[src/rtl/opb_register_bank_simulink2ppc_pkg.sv]
// Shared register map and bit positions for the simulink-to-PPC register bank.
// Bit positions use OPB numbering (bit 0 = MSB, bit 31 = LSB).
package opb_register_bank_simulink2ppc_pkg;

    // Byte offsets from C_BASEADDR
    localparam logic [31:0] CTRL_OFF   = 32'h0000_0000;
    localparam logic [31:0] STATUS_OFF = 32'h0000_0004;
    localparam logic [31:0] CH0_OFF    = 32'h0000_0008;

    // CTRL word
    localparam int CTRL_MODE_BIT = 31;  // 0 live, 1 snapshot
    localparam int CTRL_ARM_BIT  = 30;  // write-1 arms a snapshot, reads 0

    // STATUS word
    localparam int STAT_CNT_FIRST = 0;   // count occupies bits 0..15 (MSB first)
    localparam int STAT_CNT_LAST  = 15;
    localparam int STAT_CAPT_BIT  = 30;
    localparam int STAT_ARMED_BIT = 31;

    // Byte enable guarding the CTRL byte that holds mode/ARM
    localparam int BE_CTRL_BYTE = 3;

    typedef enum logic {
        ST_IDLE = 1'b0,
        ST_ACK  = 1'b1
    } bus_state_e;

    // Byte offset of user channel i
    function automatic logic [31:0] ch_offset(input int i);
        return CH0_OFF + 32'(4 * i);
    endfunction

endpackage

[src/rtl/opb_slave_ack_fsm.sv]
// OPB slave front end: address decode, IDLE/ACK handshake and request capture.
// Read data is taken from the register mux in the hit cycle so the master sees
// the value as it stood when the transfer was accepted.
module opb_slave_ack_fsm
    import opb_register_bank_simulink2ppc_pkg::*;
#(
    parameter logic [31:0] C_BASEADDR = 32'h0100_2100,
    parameter logic [31:0] C_HIGHADDR = 32'h0100_21FF
) (
    input  logic        clk_i,
    input  logic        rst_i,
    input  logic [0:31] abus_i,
    input  logic [0:3]  be_i,
    input  logic [0:31] dbus_i,
    input  logic        rnw_i,
    input  logic        select_i,
    input  logic [0:31] rd_data_i,
    output logic        ack_o,
    output logic [0:31] req_addr_o,
    output logic        req_rnw_o,
    output logic [0:3]  req_be_o,
    output logic [0:31] req_dbus_o,
    output logic [0:31] sl_dbus_o
);

    bus_state_e  state_q, state_d;
    logic        hit;
    logic        in_range;
    logic [0:31] addr_q, addr_d;
    logic        rnw_q, rnw_d;
    logic [0:3]  be_q, be_d;
    logic [0:31] dbus_q, dbus_d;
    logic [0:31] rdata_q, rdata_d;

    assign in_range = (abus_i >= C_BASEADDR) && (abus_i <= C_HIGHADDR);

    // State register
    always_ff @(posedge clk_i) begin
        if (rst_i) state_q <= ST_IDLE;
        else       state_q <= state_d;
    end

    // Next state: a hit moves to ACK, ACK always returns to IDLE
    always_comb begin
        state_d = state_q;
        case (state_q)
            ST_IDLE: if (hit) state_d = ST_ACK;
            ST_ACK:  state_d = ST_IDLE;
            default: state_d = ST_IDLE;
        endcase
    end

    // Outputs: hits only accepted in IDLE, read data gated to the ack cycle
    always_comb begin
        hit       = select_i && in_range && (state_q == ST_IDLE);
        ack_o     = (state_q == ST_ACK);
        sl_dbus_o = (ack_o && rnw_q) ? rdata_q : '0;
    end

    // Request capture next-state: load everything on the hit
    always_comb begin
        addr_d  = addr_q;
        rnw_d   = rnw_q;
        be_d    = be_q;
        dbus_d  = dbus_q;
        rdata_d = rdata_q;
        if (hit) begin
            addr_d  = abus_i;
            rnw_d   = rnw_i;
            be_d    = be_i;
            dbus_d  = dbus_i;
            rdata_d = rd_data_i;
        end
    end

    // Request registers
    always_ff @(posedge clk_i) begin
        if (rst_i) begin
            addr_q  <= '0;
            rnw_q   <= 1'b0;
            be_q    <= '0;
            dbus_q  <= '0;
            rdata_q <= '0;
        end else begin
            addr_q  <= addr_d;
            rnw_q   <= rnw_d;
            be_q    <= be_d;
            dbus_q  <= dbus_d;
            rdata_q <= rdata_d;
        end
    end

    assign req_addr_o = addr_q;
    assign req_rnw_o  = rnw_q;
    assign req_be_o   = be_q;
    assign req_dbus_o = dbus_q;

endmodule

[src/rtl/opb_register_bank_simulink2ppc.sv]
// Read-only bank of C_NUM_CH user words exposed to the PPC over OPB, with a
// live/snapshot capture mode, a self-clearing ARM bit and a capture counter so
// software can read multi-word fabric state coherently.
module opb_register_bank_simulink2ppc
    import opb_register_bank_simulink2ppc_pkg::*;
#(
    parameter logic [31:0] C_BASEADDR   = 32'h0100_2100,
    parameter logic [31:0] C_HIGHADDR   = 32'h0100_21FF,
    parameter int          C_OPB_AWIDTH = 32,
    parameter int          C_OPB_DWIDTH = 32,
    parameter int          C_NUM_CH     = 4,
    parameter string       C_FAMILY     = "virtex6"
) (
    input  logic                    OPB_Clk,
    input  logic                    OPB_Rst,
    input  logic [0:31]             OPB_ABus,
    input  logic [0:3]              OPB_BE,
    input  logic [0:31]             OPB_DBus,
    input  logic                    OPB_RNW,
    input  logic                    OPB_select,
    input  logic                    OPB_seqAddr,
    output logic [0:31]             Sl_DBus,
    output logic                    Sl_xferAck,
    output logic                    Sl_errAck,
    output logic                    Sl_retry,
    output logic                    Sl_toutSup,
    input  logic [C_NUM_CH*32-1:0]  user_data_in,
    input  logic                    user_valid
);

    // Widths and family are fixed by the bus; they carry no logic here.
    localparam int    unused_widths = C_OPB_AWIDTH + C_OPB_DWIDTH;
    localparam string unused_family = C_FAMILY;

    logic                       ack;
    logic [0:31]                req_addr;
    logic                       req_rnw;
    logic [0:3]                 req_be;
    logic [0:31]                req_dbus;
    logic [0:31]                rd_mux;
    logic [31:0]                hit_off;
    logic [31:0]                req_off;

    logic                       mode_q, mode_d;
    logic                       armed_q, armed_d;
    logic                       captured_q, captured_d;
    logic [15:0]                count_q, count_d;
    logic [C_NUM_CH-1:0][31:0]  shadow_q, shadow_d;

    logic                       ctrl_wr;
    logic                       arm_wr;
    logic                       capture;
    logic                       load;
    logic                       unused_ok;

    assign unused_ok = ^{OPB_seqAddr, req_dbus[0:29], req_be[0:2]};

    opb_slave_ack_fsm #(
        .C_BASEADDR (C_BASEADDR),
        .C_HIGHADDR (C_HIGHADDR)
    ) u_ack_fsm (
        .clk_i      (OPB_Clk),
        .rst_i      (OPB_Rst),
        .abus_i     (OPB_ABus),
        .be_i       (OPB_BE),
        .dbus_i     (OPB_DBus),
        .rnw_i      (OPB_RNW),
        .select_i   (OPB_select),
        .rd_data_i  (rd_mux),
        .ack_o      (ack),
        .req_addr_o (req_addr),
        .req_rnw_o  (req_rnw),
        .req_be_o   (req_be),
        .req_dbus_o (req_dbus),
        .sl_dbus_o  (Sl_DBus)
    );

    assign Sl_xferAck = ack;
    assign Sl_errAck  = 1'b0;
    assign Sl_retry   = 1'b0;
    assign Sl_toutSup = 1'b0;

    assign hit_off = OPB_ABus - C_BASEADDR;
    assign req_off = req_addr - C_BASEADDR;

    // Register read mux, addressed by the live bus address (sampled at the hit)
    always_comb begin
        rd_mux = '0;
        if (hit_off == CTRL_OFF) begin
            rd_mux[CTRL_MODE_BIT] = mode_q;
        end else if (hit_off == STATUS_OFF) begin
            rd_mux[STAT_CNT_FIRST:STAT_CNT_LAST] = count_q;
            rd_mux[STAT_CAPT_BIT]                = captured_q;
            rd_mux[STAT_ARMED_BIT]               = armed_q;
        end else begin
            for (int i = 0; i < C_NUM_CH; i++) begin
                if (hit_off == ch_offset(i)) rd_mux = shadow_q[i];
            end
        end
    end

    // CTRL writes land in the ack cycle; an ARM write suppresses any capture
    // in that same cycle so software never sees a stale-armed snapshot.
    assign ctrl_wr = ack && !req_rnw && (req_off == CTRL_OFF) && req_be[BE_CTRL_BYTE];
    assign arm_wr  = ctrl_wr && req_dbus[CTRL_ARM_BIT];
    assign capture = mode_q && armed_q && user_valid && !arm_wr;
    assign load    = (!mode_q && user_valid) || capture;

    // Capture and control next-state; the CTRL write is applied last so it wins
    always_comb begin
        mode_d     = mode_q;
        armed_d    = armed_q;
        captured_d = captured_q;
        count_d    = count_q;
        shadow_d   = shadow_q;
        if (load) shadow_d = user_data_in;
        if (capture) begin
            armed_d    = 1'b0;
            captured_d = 1'b1;
            count_d    = count_q + 16'd1;
        end
        if (ctrl_wr) begin
            mode_d = req_dbus[CTRL_MODE_BIT];
            if (req_dbus[CTRL_ARM_BIT]) begin
                armed_d    = 1'b1;
                captured_d = 1'b0;
            end
            // Dropping back to live mode disarms any pending snapshot
            if (!req_dbus[CTRL_MODE_BIT]) armed_d = 1'b0;
        end
    end

    // Capture/control state registers
    always_ff @(posedge OPB_Clk) begin
        if (OPB_Rst) begin
            mode_q     <= 1'b0;
            armed_q    <= 1'b0;
            captured_q <= 1'b0;
            count_q    <= '0;
            shadow_q   <= '0;
        end else begin
            mode_q     <= mode_d;
            armed_q    <= armed_d;
            captured_q <= captured_d;
            count_q    <= count_d;
            shadow_q   <= shadow_d;
        end
    end

endmodule

[config.mk]
export PLATFORM = sky130hd
export DESIGN_NAME = opb_register_bank_simulink2ppc
export DESIGN_NICKNAME = d
export VERILOG_FILES = /design/src/rtl/opb_register_bank_simulink2ppc_pkg.sv /design/src/rtl/opb_slave_ack_fsm.sv /design/src/rtl/opb_register_bank_simulink2ppc.sv
export SDC_FILE = /design/constraint.sdc
export NUM_CORES = 1
export LEC_CHECK = 0
export CAP_MARGIN = 20
export CELL_PAD_IN_SITES_DETAIL_PLACEMENT = 0
export CELL_PAD_IN_SITES_GLOBAL_PLACEMENT = 1
export CORE_ASPECT_RATIO = 2
export CORE_MARGIN = 2
export CORE_UTILIZATION = 45
export CTS_CLUSTER_DIAMETER = 50
export DETAILED_ROUTE_END_ITERATION = 7
export DONT_BUFFER_PORTS = 1
export PLACE_DENSITY_LB_ADDON = 0.1
export SLEW_MARGIN = 20
export SYNTH_ARGS = -nofsm -noshare
export SYNTH_HDL_FRONTEND = slang
export SYNTH_HIERARCHICAL = 1
export SYNTH_SLANG_ARGS = --single-unit
[constraint.sdc]
create_clock -name OPB_Clk -period 4.9 [get_ports OPB_Clk]
set_clock_uncertainty 0.2 [all_clocks]
set_input_delay 0.98 -clock OPB_Clk [delete_from_list [all_inputs] [get_ports OPB_Clk]]
set_output_delay 0.98 -clock OPB_Clk [all_outputs]
set_load 0.02 [all_outputs]
# [Word-level counts from Yosys, hierarchy flattened]
# Cells that the tools add are included.
# W data, S select, Z words.
[classes] addsub=3 magnitude_cmp=2 eq_ne=5 n_mux=19 bitwise_logic=1 n_reduce_logical=18
[op_table] operator="$mux W32" count=5
[op_table] operator="$eq A32 B4 Y1 const B" count=2
[op_table] operator="$eq A32 B5 Y1 const B" count=2
[op_table] operator="$logic_not A32 Y1" count=2
[op_table] operator="$sub A32 B25 Y32 const B" count=2
[op_table] operator="$eq A32 B3 Y1 const B" count=1
[op_table] operator="$ge A32 B25 Y1 const B" count=1
[op_table] operator="$le A32 B25 Y1 const B" count=1
[op_table] operator="$mux W31" count=1
[op_table] operator="$add A16 B1 Y16 const B" count=1
[op_table] operator="$mux W16" count=1
[op_table] operator="$mux W14" count=1
[op_table] operator="$logic_and A1 B1 Y1" count=12
[op_table] operator="$mux W1" count=9
[op_table] operator="$logic_not A1 Y1" count=3
[op_table] operator="$mux W2" count=1
[op_table] operator="$pmux W1 S2" count=1
[op_table] operator="$logic_or A1 B1 Y1" count=1
[op_table] operator="$not A1 Y1" count=1
[totals] ff_bits=216 in_bits=202 out_inout_bits=36

# [Depth between registers and ports, before layout]
# Gate-level depths: netlist of the first run.
[depth] word_depth=11 depth_mapped=10

# [Cells and area by module]
# Netlist of the first run, hierarchy kept.
[modules_own_cells] mod="opb_register_bank_simulink2ppc" n_inst=1 cells_per_inst=886 area_each_um2=6995.5 seq_area_each_um2=2942.8
[modules_own_cells] mod="opb_slave_ack_fsm" n_inst=1 cells_per_inst=437 area_each_um2=4445.5 seq_area_each_um2=2042.0

# [Worst setup path after synthesis of the first run]
# No wires, ideal clock.
[synth_path] kind="input-to-reg" start="in OPB_ABus[19] in the netlist's numbering" end="reg u_ack_fsm/rdata_q[25] in the netlist's numbering" setup_ps=121 t_arrival_ps=3115 required_ps=4579 path_slack_ps=1464 cell_stages=10 cell_sequence="nor4_2 a21boi_1 a211o_1 a2111oi_4 nand4b_1 or2_2 clkbuf_1 o21a_1 nand2b_1 mux2i_1"
[synth_between] elab_chain_len=8 elab_cells_between_ends=18 classes_between="add/sub (1); order compare (2); eq/ne (5); mux (6); reduce/logical (4)"
[synth_lines] element="start, declared" line_no="opb_register_bank_simulink2ppc.sv:16" source="input logic [0:31] OPB_ABus,"
[synth_lines] element="$sub A32 B25 Y32 (*)" line_no="opb_register_bank_simulink2ppc.sv:83" source="assign hit_off = OPB_ABus - C_BASEADDR;"
[synth_lines] element="$eq A32 B4 Y1" line_no="opb_register_bank_simulink2ppc.sv:97" source="if (hit_off == ch_offset(i)) rd_mux = shadow_q[i];"
[synth_lines] element="$mux W32 (4 in series)" line_no="opb_register_bank_simulink2ppc.sv:97"
[synth_lines] element="$mux W14" line_no="opb_register_bank_simulink2ppc.sv:91" source="end else if (hit_off == STATUS_OFF) begin"
[synth_lines] element="$mux W31 (*)" line_no="opb_register_bank_simulink2ppc.sv:89" source="if (hit_off == CTRL_OFF) begin"
[synth_lines] element="named net rd_mux, one bit" line_no="opb_register_bank_simulink2ppc.sv:40" source="logic [0:31] rd_mux;"
[synth_lines] element="end signal, assigned" line_no="opb_slave_ack_fsm.sv:89" source="rdata_q <= rdata_d;"
[synth_lines] element="end, declared" line_no="opb_slave_ack_fsm.sv:33" source="logic [0:31] rdata_q, rdata_d;"
# Mark *: on every way through the listed nets, which the timed path passes. The rest lies on a longest branch.
# A chain may end at the register's enable or synchronous reset.

# [Worst setup path after layout of the first run]
[layout_path] start="in OPB_ABus[19] in the netlist's numbering" end="reg u_ack_fsm/rdata_q[6] in the netlist's numbering"
[layout_between] elab_chain_len=8 elab_cells_between_ends=18 classes_between="add/sub (1); order compare (2); eq/ne (5); mux (6); reduce/logical (4)"
[layout_lines] element="$sub A32 B25 Y32 (*)" line_no="opb_register_bank_simulink2ppc.sv:83"
[layout_lines] element="$eq A32 B4 Y1" line_no="opb_register_bank_simulink2ppc.sv:97"
[layout_lines] element="$mux W32 (4 in series)" line_no="opb_register_bank_simulink2ppc.sv:97"
[layout_lines] element="$mux W16" line_no="opb_register_bank_simulink2ppc.sv:91"
[layout_lines] element="$mux W31 (*)" line_no="opb_register_bank_simulink2ppc.sv:89"
[layout_lines] element="named net rd_mux, one bit" line_no="opb_register_bank_simulink2ppc.sv:40"
# Marked as above.

==> results of run 1 <==
[final cells by class]
type	instances	area share
Multi-Input combinational cell	871	0.486
Sequential cell	216	0.405
Clock buffer	32	0.0617
Tap cell	276	0.0323
Timing Repair Buffer	10	0.00702
Clock inverter	6	0.00597
Inverter	6	0.00211
[layout by cell type, fill, tap and decap left out, types with 3 or more instances in the layout]
cell / count
sky130_fd_sc_hd__nand2_1: 273
sky130_fd_sc_hd__dfxtp_1: 216
sky130_fd_sc_hd__a21oi_1: 138
sky130_fd_sc_hd__mux2i_1: 92
sky130_fd_sc_hd__nand2b_1: 90
sky130_fd_sc_hd__and3_1: 37
sky130_fd_sc_hd__nor2_1: 29
sky130_fd_sc_hd__o22ai_1: 29
sky130_fd_sc_hd__nor3b_1: 27
sky130_fd_sc_hd__clkbuf_16: 23
sky130_fd_sc_hd__a21o_1: 16
sky130_fd_sc_hd__mux2_2: 12
sky130_fd_sc_hd__o21ai_0: 12
sky130_fd_sc_hd__nor2b_1: 11
sky130_fd_sc_hd__nor4_1: 10
sky130_fd_sc_hd__o21a_1: 10
sky130_fd_sc_hd__nor3_1: 10
sky130_fd_sc_hd__buf_4: 10
sky130_fd_sc_hd__or3_1: 9
sky130_fd_sc_hd__nand4_1: 7
sky130_fd_sc_hd__nand3_1: 7
sky130_fd_sc_hd__inv_1: 6
sky130_fd_sc_hd__nor4b_1: 5
sky130_fd_sc_hd__clkbuf_8: 5
sky130_fd_sc_hd__a22o_1: 4
sky130_fd_sc_hd__clkbuf_1: 4
sky130_fd_sc_hd__or2_2: 3
sky130_fd_sc_hd__conb_1: 3
sky130_fd_sc_hd__o21ba_1: 3
[worst max-delay path, cell delays in order]
cell                        delay [ns]
sky130_fd_sc_hd__nor4_2           0.33
sky130_fd_sc_hd__a21boi_1         0.21
sky130_fd_sc_hd__a211o_1          0.34
sky130_fd_sc_hd__a2111oi_4        0.49
sky130_fd_sc_hd__nand3_1          0.52
sky130_fd_sc_hd__buf_4            0.39
sky130_fd_sc_hd__o22ai_1          0.30
sky130_fd_sc_hd__a21o_1           0.13
sky130_fd_sc_hd__nand2b_1         0.05
sky130_fd_sc_hd__mux2i_1          0.15
[how the worst max path moves through the flow]
stage,from,end,depth (start not counted)
floorplan,OPB_ABus[19],u_ack_fsm/rdata_q[25],10
global placement,OPB_ABus[19],u_ack_fsm/rdata_q[7],10
detailed placement,OPB_ABus[19],u_ack_fsm/rdata_q[7],10
CTS,OPB_ABus[19],u_ack_fsm/rdata_q[6],10
global route,u_ack_fsm/req_rnw_o,shadow_q[1],8
finish,OPB_ABus[19],u_ack_fsm/rdata_q[6],10
[power groups by stage]
| stage | clock network (mW) | registers, mW | logic (mW) |
|---|---|---|---|
| 6_report | 1.69 | 1.84 | 0.179 |
| 5_1_grt | 1.81 | 1.85 | 0.200 |
| 4_1_cts | 1.74 | 1.84 | 0.182 |
| 3_5_place_dp | 0 | 1.88 | 0.182 |
| 3_3_place_gp | 0 | 1.88 | 0.179 |
| 2_1_floorplan | 0 | 1.88 | 0.186 |
[state kept, by name, summed over array words and instances (netlist names)]
name,count
count_q,16
shadow_q,128
mode_q,1
u_ack_fsm/rdata_q,32
armed_q,1
u_ack_fsm/req_rnw_o,1
u_ack_fsm/req_dbus_o,2
u_ack_fsm/req_be_o,1
u_ack_fsm/req_addr_o,32
u_ack_fsm/ack_o,1
captured_q,1
[per-layer routing]
metal	share of wire	wire length, µm	vias up	GRT usage
met5	0	0	-	0
met1	0.36	10100	3664	0.248
met2	0.54	14900	180	0.424
li1	-	-	3913	-
met3	0.049	1360	54	0.0379
met4	0.045	1250	0	0.110
==> run summary, run 1 <==
The overall overflow remaining after global route is 0. The placed cell area is 0.00996 mm². The run gives 0.00520 mm² as the combined area of the multi-input logic cells. 238 I/O pins were placed.

STA classifies the critical path startpoint as an input port. Once routing completed, OpenROAD measured the worst setup slack at 1.23 ns. The floorplan step defined a core boundary enclosing 0.0220 mm². The final count of pins violating max slew was 0; the layout cell share with drive strength beyond 1 was 0.0631. The tools report the capture instance of the worst register-to-register path as shadow_q[50]. After clock tree synthesis, the setup repair step added 0 buffers. The total power per unit cell area came out at 348 mW/mm². In this run the mean area of a mapped cell was 8.44 µm².

Post-CTS repair changed the size of 0 cells. Buffers inserted to repair hold after CTS numbered 0. After the flow finishes, the layout carries non-filler instances totaling 1,417. The tools report the global-route wire length before repair as 41,500 µm. In this run the tool buffered the top-level ports with 0 buffer cells. The number of hold-slack violations in the final timing report is 0, and the fill cell instance count of the final layout is 2,232. The layout overhead on the synthesized area works out to 6.87%. The tools report the HPWL reported at the end of detailed placement as 19,000 µm.

The sink count of the clock tree was 216; the path depth of the worst reg2reg path was 8. The peak fanout along the critical path was 16; the leakage power was 4.11 nW. Proportion of power drawn by flip-flops and latches: 0.496. Chip height: 215 µm. The logs give 0.0100 mm² for the synthesized cell area and 1,330 for the number of nets in the finished design. Overall die width: 109 µm. Summed over all layers, the routed wires come to 27,600 µm.

The maximum number of pins on one net before global-route repair came out at 272. The share of the core filled with cells was 0.487. The reg-to-reg critical path startpoint is u_ack_fsm/req_rnw_o. After layout, the minimum clock period comes to 3.67 ns. The average vias per placed instance is 5.51. The tools report the area of the die as 0.0235 mm². The tools report the number of search-and-repair iterations in the first detailed-routing pass as 4.

Storage element area: 0.00432 mm². The remaining antenna violation count is 0. The portion of the clock cycle consumed by the worst path in the final layout was 0.748. DRC marker count from the first detailed-route iteration: 495.

The later pin in the worst-skew pair is clocked with a latency of 0.52 ns. The number of synthesis warnings is 6, and the setup TNS is 0 ns. IR analysis of the VDD net gives a maximum drop of 0.000249 V. The internal power of the cells totals 2.88 mW.

The total power is 3.71 mW. The number of antenna cells inserted was 0. After detailed placement, the design holds a cell count of 1,379. The class of the most critical hold timing path was reg2reg. Measured slew at the worst slew-check pin: 0.936 ns. STA classifies the critical path endpoint as a flip-flop. The number of instances on the worst hold path works out to 2.

Hold is met by 0.252 ns. In this run the most critical hold path is launched from shadow_q[57]. The logs give 0.0107 mm² for the final instance area and 0.455 for the starting density of the core. The run gives 0.456 as the clock group share of total power.

Setup violations remaining at the end of the flow were counted as 0. TritonCTS created 22 clock buffers. The routed via count was 7,811; the endpoint required time on the critical path was 5.13 ns. The congestion estimate from routability-driven global placement came to 0.809. Clock-pin slew was measured on the worst setup and hold paths at 0.06 ns. The routed length per placed instance works out to 19.5 µm. After detailed routing, the number of remaining DRC violations is 0. The worst hold path terminates at shadow_q[57]. TritonCTS built the clock tree. OpenSTA, run right after detailed placement, puts the worst setup slack at 0.738 ns. The tree is rooted in a sky130_fd_sc_hd__clkbuf_16. The worst slew slack as a fraction of its limit was 0.376; the register-to-register setup slack was 1.31 ns.

The synthesized netlist cell count was 1,185. In this run the core area contains 77 standard-cell rows. The fraction of power spent switching nets was 0.225. The maximum clock frequency was 0.273 GHz. The tools report the overall routing resource usage as 0.231. The path type of the worst setup path is in2reg. Setup repair after global routing left no endpoint under its margin. At the worst endpoint, the arrival time is 3.90 ns. The number of global-route vias before repair was 7,645; the maximum clock insertion buffer count was 3. The logs give 1 for the level count of the clock H-tree and 0 for the number of max-cap violations.

Summed over all nets, the switching power comes to 836 µW. The run finished with clean final reports. The fraction of power consumed by combinational cells was 0.048. The initial antenna violation count was 0.
No activity file was read; power rests on OpenSTA's default activity.
==> run 2: changes to the inputs <==
--- a/config.mk
+++ b/config.mk
@@ -10,7 +10,7 @@
 export CELL_PAD_IN_SITES_GLOBAL_PLACEMENT = 1
 export CORE_ASPECT_RATIO = 2
 export CORE_MARGIN = 2
-export CORE_UTILIZATION = 45
+export CORE_UTILIZATION = 43
 export CTS_CLUSTER_DIAMETER = 50
 export DETAILED_ROUTE_END_ITERATION = 7
 export DONT_BUFFER_PORTS = 1
==> constraint.sdc (replaced) <==
create_clock -name OPB_Clk -period 3 [get_ports OPB_Clk]
set_clock_uncertainty 0.2 [all_clocks]
set_input_delay 0.6 -clock OPB_Clk [delete_from_list [all_inputs] [get_ports OPB_Clk]]
set_output_delay 0.6 -clock OPB_Clk [all_outputs]
set_load 0.02 [all_outputs]
==> run 2 against run 1 <==
Net effect: non-clock buffer count rose by 27; die area rose by 4.5%; count of clock-buffer cells in the layout fell by 2; first-iteration DRC count fell by 6.5%.
==> run summary, run 2 (same netlist as run 1, synthesis figures left out) <==
The tools report the number of nets in the finished design as 1,356 (+2.0%). The global-route wire length before repair was 40,700 µm (-2.1%); the area of the die was 0.0246 mm² (+4.5%). The measured slew at the worst slew-check pin is 0.626 ns (-0.310 ns). The placed cell area was 0.0103 mm² (+3.0%). The fill cell instance count of the final layout came out at 2,277 (+2.0%). Static timing analysis puts the maximum clock frequency at 0.339 GHz. The number of instances on the worst hold path is 2 (unchanged), and the placeable core region is 0.0230 mm² (+4.8%). The endpoint required time on the critical path was 3.23 ns (-1.90 ns). The worst-skew pair later-pin latency was 0.51 ns (about the same). Clock-pin transition on the worst setup and hold timing paths: 0.06 ns (about the same).

Number of global-route vias before repair: 7,477 (-2.2%). The number of buffers added on ports was 0 (unchanged); the chip height was 220 µm (+2.3%). The maximum vdd ir drop is 0.000425 V (+70%).

The fraction of power consumed by combinational cells is 0.059 (+0.011). The register bank with the most flops was shadow_q. The sink count of the clock tree came out at 216 (unchanged). TritonCTS built the clock tree.

The HPWL reported at the end of detailed placement is 17,900 µm (-6.0%), and the number of search-and-repair iterations in the first detailed-routing pass is 5 (+1). Overall die width: 112 µm (+2.2%). The count of final setup violators was 0 (unchanged); the routed length per placed instance was 18.2 µm (-6.9%).

The slowest stage of the critical path is the sky130_fd_sc_hd__or4_4 cell. The library cell used most frequently in the layout, excluding fill and tap cells, is sky130_fd_sc_hd__nand2_1. The average vias per placed instance works out to 5.48 (-0.54%). The starting density of the core was 0.434 (-0.0210); the overall overflow remaining after global route was 0 (unchanged). In this run the worst hold path is classified as in2reg. Kind of end point of the critical path: a flip-flop. The smallest setup slack after layout is 0.0506 ns (-1.18 ns), and the overall routing resource usage is 0.204 (-0.0271). The combined area of the multi-input logic cells was 0.00528 mm² (+1.7%); the register-to-register setup slack was 0.05 ns (-1.26 ns).

Number of ports placed on the die boundary: 238 (unchanged). The cell internal power dissipation is 4.70 mW (+63%), and the hold slack is 0.0251 ns (-0.226 ns). The logs give 0 (unchanged) for the number of hold-slack violations in the final timing report and 7,950 (+1.8%) for the routed via count.

The startpoint kind of the worst setup timing path is a flip-flop. The logs give 1 (unchanged) for the level count of the clock H-tree and 0 (unchanged) for the initial antenna violation count. The worst path in the final design needs a cycle of 2.95 ns, including I/O delays and setup. The critical path's largest stage delay was 0.55 ns (+0.03 ns); the storage element area was 0.00432 mm² (unchanged).

The DRC marker count from the first detailed-route iteration is 463 (-6.5%), and the final instance area is 0.0112 mm² (+4.8%). The path depth of the worst reg2reg path works out to 10 (+2). The tools report the worst slew slack as a fraction of its limit as 0.582 (+0.206). The library cells used most frequently in the layout, excluding fill and tap cells, are 271 x sky130_fd_sc_hd__nand2_1, 216 x sky130_fd_sc_hd__dfxtp_1, 124 x sky130_fd_sc_hd__a21oi_1. The dominant cell type by count on the critical path is sky130_fd_sc_hd__buf_12. Setup repair after global routing could not meet its margin everywhere. The run gives 1.38 mW (+65%) as the net switching component of the power. For the maximum number of pins on one net before global-route repair, the log shows 200 (-26%).

The worst-case setup slack after placement is -0.204 ns (-0.942 ns), and the arrival time of the worst setup path is 3.18 ns (-0.72 ns). For the maximum clock insertion buffer count, the log shows 3 (unchanged). The flow ran to the end, and the final reports show no timing, DRC or antenna violations. The flip-flop count of the largest register, all copies and words added works out to 128 (unchanged).

The remaining antenna violation count is 0 (unchanged). The run gives 0.495 (about the same) as the proportion of power drawn by flip-flops and latches. From synthesis to final layout, the design area changed by 12.0%. The detailed-route DRC error count was 0 (unchanged). The number of max-cap violations is 0 (unchanged), and the layout cell share with drive strength beyond 1 is 0.102 (+0.0389). By startpoint and endpoint, the worst setup path is classified as reg2reg.

The row count was 79 (+2.6%). Clock group share of total power: 0.446 (-0.010). CTS placed an instance of sky130_fd_sc_hd__clkbuf_16 at the clock tree root. The peak fanout along the critical path came out at 24 (+8). The total power per unit cell area came out at 543 mW/mm² (+56%). The fraction of power spent switching nets is 0.227 (+0.00179). Traced cell by cell, the critical path runs through or4_4 -> o21a_4 -> a2111oi_4 -> nand4_4 -> buf_6 -> o311ai_4 -> buf_12 -> buf_12 -> nand2_1 -> a21oi_2. The final count of pins violating max slew is 0 (unchanged). The number of buffers added to fix hold violations after cts is 1 (+1). For the last weighted congestion value of the routability-driven placer, the log shows 0.831 (+2.8%). The total routed wirelength was 26,300 µm (-4.7%); the portion of the clock cycle consumed by the worst path in the final layout was 0.983.

Number of antenna cells inserted: 0 (unchanged). The number of clock buffers inserted by TritonCTS was 21 (-4.5%); the leakage power was 4.34 nW (+5.6%).
run 2: cell count changes in the layout (fill, tap and decap cells not counted), sizes merged:
cell	before	now
buf	10	35
clkinvlp	2	3
run 2: area by class of cell:
| type | count | area share |
|---|---|---|
| Clock buffer | 30 | 0.0571 |
| Clock inverter | 7 | 0.00603 |
| Inverter | 6 | 0.00201 |
| Multi-Input combinational cell | 871 | 0.472 |
| Sequential cell | 216 | 0.386 |
| Tap cell | 283 | 0.0316 |
| Timing Repair Buffer | 37 | 0.0450 |
run 2: power by group through the flow:
stage                     clock, mW  combinational [mW]  sequential, mW
final                          2.71               0.359            3.01
after detailed placement          0               0.318            3.08
after global routing           2.89               0.401            3.02
after floorplan                   0               0.304            3.06
after global placement            0               0.311            3.07
after CTS                      2.78               0.342            3.01
run 2: repair_timing:
item / 4_1_cts / 5_1_grt
hold endpoints to repair: 73 / 1
cloned: 0 / 2
pin swaps: 0 / 16
setup buffers: 3 / 1
gates resized for setup: 1 / 28
endpoints found under the setup margin: 4 / 136
run 2: final timing paths:
path                            start            to
max          u_ack_fsm/req_addr_o[22]  shadow_q[38]
min                   user_data_in[6]   shadow_q[6]
max reg2reg  u_ack_fsm/req_addr_o[22]  shadow_q[38]
min reg2reg              shadow_q[46]  shadow_q[46]
run 2: metrics by stage:
stage	TNS, ns	total power [mW]	util	instances
6_report	0	6.08	0.486	1450
5_1_grt	-4.42	6.31	0.486	1450
4_1_cts	0	6.14	0.479	1447
3_5_place_dp	-4.55	3.40	0.445	1406
3_3_place_gp	-3.18	3.39	0.445	1406
2_1_floorplan	0	3.37	-	1187
run 2: worst max-delay path, delay by kind of cell (launching register included):
family,cells,cell delay (ns)
flops,1,0.31
buf+inv,3,0.55
simple gates,3,0.77
compound gates,4,1.01
run 2: metal layers:
layer / part of all wire / wire (µm) / vias up / track usage
met1: 0.46 / 12000 / 3703 / 0.283
met4: 0.020 / 535 / 0 / 0.0605
met2: 0.46 / 12100 / 243 / 0.324
met5: 0 / 0 / - / 0
met3: 0.065 / 1720 / 29 / 0.0374
li1: - / - / 3975 / -
==> run 3: changes to the inputs <==
--- a/config.mk
+++ b/config.mk
@@ -14,7 +14,7 @@
 export CTS_CLUSTER_DIAMETER = 50
 export DETAILED_ROUTE_END_ITERATION = 7
 export DONT_BUFFER_PORTS = 1
-export PLACE_DENSITY_LB_ADDON = 0.1
+export PLACE_DENSITY_LB_ADDON = 0.08
 export SLEW_MARGIN = 20
 export SYNTH_ARGS = -nofsm -noshare
 export SYNTH_HDL_FRONTEND = slang
==> run 3 against run 2 <==
Net effect: register-to-register slack got worse by 0.03 ns; critical path depth down 1; combinational power up 7.2%; routed wire length grew 4.5%; clock power is 5% lower; sequential share of layout area fell by 0.30 points; via count up 0.43%; hold slack got worse by 0.015 ns; final cell count up 0.90%; sequential power about the same; critical endpoint is now shadow_q[65]; largest power group unchanged.
==> run summary, run 3 (same netlist as run 1, synthesis figures left out) <==
The flow ran to the end, and the final reports show no timing, DRC or antenna violations. The number of antenna cells inserted was 0 (unchanged). From synthesis to final layout, the design area changed by 12.8%. The arrival time of the worst setup path is 3.16 ns (-0.02 ns), and the worst-skew pair later-pin latency is 0.51 ns (about the same).

The number of hold-slack violations in the final timing report came out at 0 (unchanged). Reg-to-reg critical path startpoint: u_ack_fsm/req_addr_o[22]. For the number of search-and-repair iterations in the first detailed-routing pass, the log shows 5 (unchanged).

TritonCTS built the clock tree. The total power per unit cell area works out to 529 mW/mm² (-2.7%). The leakage power was 4.38 nW (+1.0%). The critical path's largest stage delay came out at 0.55 ns (about the same). Leaving out fill and tap cells, the most frequent cells in the layout are 262 x sky130_fd_sc_hd__nand2_1, 216 x sky130_fd_sc_hd__dfxtp_1, 131 x sky130_fd_sc_hd__a21oi_1. The final count of pins violating max slew came out at 0 (unchanged). The largest individual stage delay along the critical path comes from the cell sky130_fd_sc_hd__or4_4.

Broken down by cell family, the worst path's largest delay share belongs to compound AO/OA/AOI/OAI gates. The flip-flop count of the largest register, all copies and words added is 128 (unchanged), and the level count of the clock H-tree is 1 (unchanged). The tools report the maximum vdd ir drop as 0.000462 V (+8.8%). The worst hold path belongs to the class in2reg. For the DRC marker count from the first detailed-route iteration, the log shows 493 (+6.5%). The most critical setup path has its startpoint at u_ack_fsm/req_addr_o[22].

The number of clock buffers inserted by TritonCTS came out at 21 (unchanged). The run gives 0.490 (+0.00375) as the share of the core filled with cells. More flip-flops sit in one register than any other, and that register is shadow_q. The final critical path time including I/O delays and setup works out to 2.98 ns (+0.0333 ns). The run gives 79 (unchanged) as the row count. The total buffers and inverters traversed by the critical path came out at 2 (-1). The tools report the HPWL reported at the end of detailed placement as 17,700 µm (-0.94%).

The overall die width was 112 µm (unchanged); the fill cell instance count of the final layout was 2,325 (+2.1%). The detailed-route DRC error count came out at 0 (unchanged). The path type of the worst setup path was reg2reg.

The maximum number of pins on one net before global-route repair is 191 (-4.5%). The worst-case setup slack after placement was -0.162 ns (+0.0418 ns). The placeable core region was 0.0230 mm² (unchanged); the sink count of the clock tree was 216 (unchanged).

The startpoint kind of the worst setup timing path is a flip-flop. The placed cell area was 0.0102 mm² (-0.39%); the final instance area was 0.0113 mm² (+0.77%). The peak fanout along the critical path was 34 (+42%); the routed length per placed instance was 18.8 µm (+3.6%). The tree is rooted in a sky130_fd_sc_hd__clkbuf_16. The total routed wirelength is 27,500 µm (+4.5%), and the endpoint required time on the critical path is 3.18 ns (-0.05 ns).

The layout cell share with drive strength beyond 1 works out to 0.0992 (-0.00282). The last weighted congestion value of the routability-driven placer was 0.844 (+1.6%). The tools report the number of ports placed on the die boundary as 238 (unchanged).

The measured slew at the worst slew-check pin was 0.680 ns (+0.0539 ns). The tools report the smallest setup slack after layout as 0.0173 ns (-0.0333 ns). The initial antenna violation count was 0 (unchanged). The run gives 41,500 µm (+2.1%) as the global-route wire length before repair. The worst slew slack as a fraction of its limit is 0.546 (-0.0360), and the number of global-route vias before repair is 7,664 (+2.5%).

The worst setup path is captured at a flip-flop. The run gives 0 (unchanged) as the count of final setup violators. The tools report the maximum clock insertion buffer count as 3 (unchanged). The chip height came out at 220 µm (unchanged). Number of buffers added on ports: 0 (unchanged).

The clock-pin transition on the worst setup and hold timing paths came out at 0.06 ns (about the same). The library cell used most frequently in the layout, excluding fill and tap cells, is sky130_fd_sc_hd__nand2_1. For the starting density of the core, the log shows 0.434 (unchanged). The startpoint of the most critical hold path is user_data_in[95]. The run gives 0.335 GHz (-1.1%) as the maximum clock frequency.

The area of the die was 0.0246 mm² (unchanged). For the overall overflow remaining after global route, the log shows 0 (unchanged). Walking the worst path, the cells encountered are or4_4 -> o21a_4 -> a2111oi_4 -> nand4_4 -> buf_6 -> o311a_4 -> clkbuf_16 -> nand2_1 -> a21oi_1. The tools report the overall routing resource usage as 0.208 (+0.00425). Number of nets in the finished design: 1,368 (+0.88%). The logs give 0 (unchanged) for the number of max-cap violations and 0 (unchanged) for the remaining antenna violation count. Setup repair after global routing could not meet its margin everywhere.

The average vias per placed instance came out at 5.46 (-0.46%). Routed via count: 7,984 (+0.43%). The portion of the clock cycle consumed by the worst path in the final layout came out at 0.994 (+0.0111).
## run 3: final timing paths
check,endpoint,slack [ns],depth (start not counted)
min,shadow_q[95],0.01,2
max reg2reg,shadow_q[65],0.02,9
min reg2reg,shadow_q[17],0.25,2
max,shadow_q[65],0.02,9
## run 3: cell type report
cell class / instances / area (µm²) / share of cell area
inverters: 6 / 22.5 / 0.00200
clock buffers: 33 / 601 / 0.0532
well taps: 283 / 354 / 0.0314
flip-flops and latches: 216 / 4320 / 0.383
clock inverters: 5 / 53.8 / 0.00477
repair buffers: 49 / 654 / 0.0580
multi-input cells: 871 / 5270 / 0.467
## run 3: routing by layer
layer | share of wire | GRT usage
met1 | 0.45 | 0.290
met2 | 0.47 | 0.338
met3 | 0.062 | 0.0382
met4 | 0.015 | 0.0469
met5 | 0 | 0
## run 3: timing repair
item | CTS | global route
hold buffers | 11 | 0
cloned | 0 | 7
resized for setup | 1 | 26
buffers inserted | 0 | 3
endpoints found under the hold margin | 79 | 0
pin swaps | 0 | 5
setup endpoints to repair | 1 | 131
## run 3: where the power goes
part	internal, mW	leakage [nW]	switching [mW]
combinational	0.184	2.30	0.201
sequential	2.96	1.76	0.0468
clock	1.46	0.321	1.11
total	4.61	4.38	1.35
## run 3: metrics by stage
step / total power [mW] / hold slack [ns] / instances / setup TNS [ns]
CTS: 6.01 / 0.00141 / 1453 / 0
floorplan: 3.37 / 0.233 / 1187 / 0
global placement: 3.38 / 0.238 / 1404 / -2.10
global route: 6.20 / 0.00361 / 1463 / -7.66
detailed placement: 3.39 / 0.243 / 1404 / -2.69
finish: 5.97 / 0.0104 / 1463 / 0
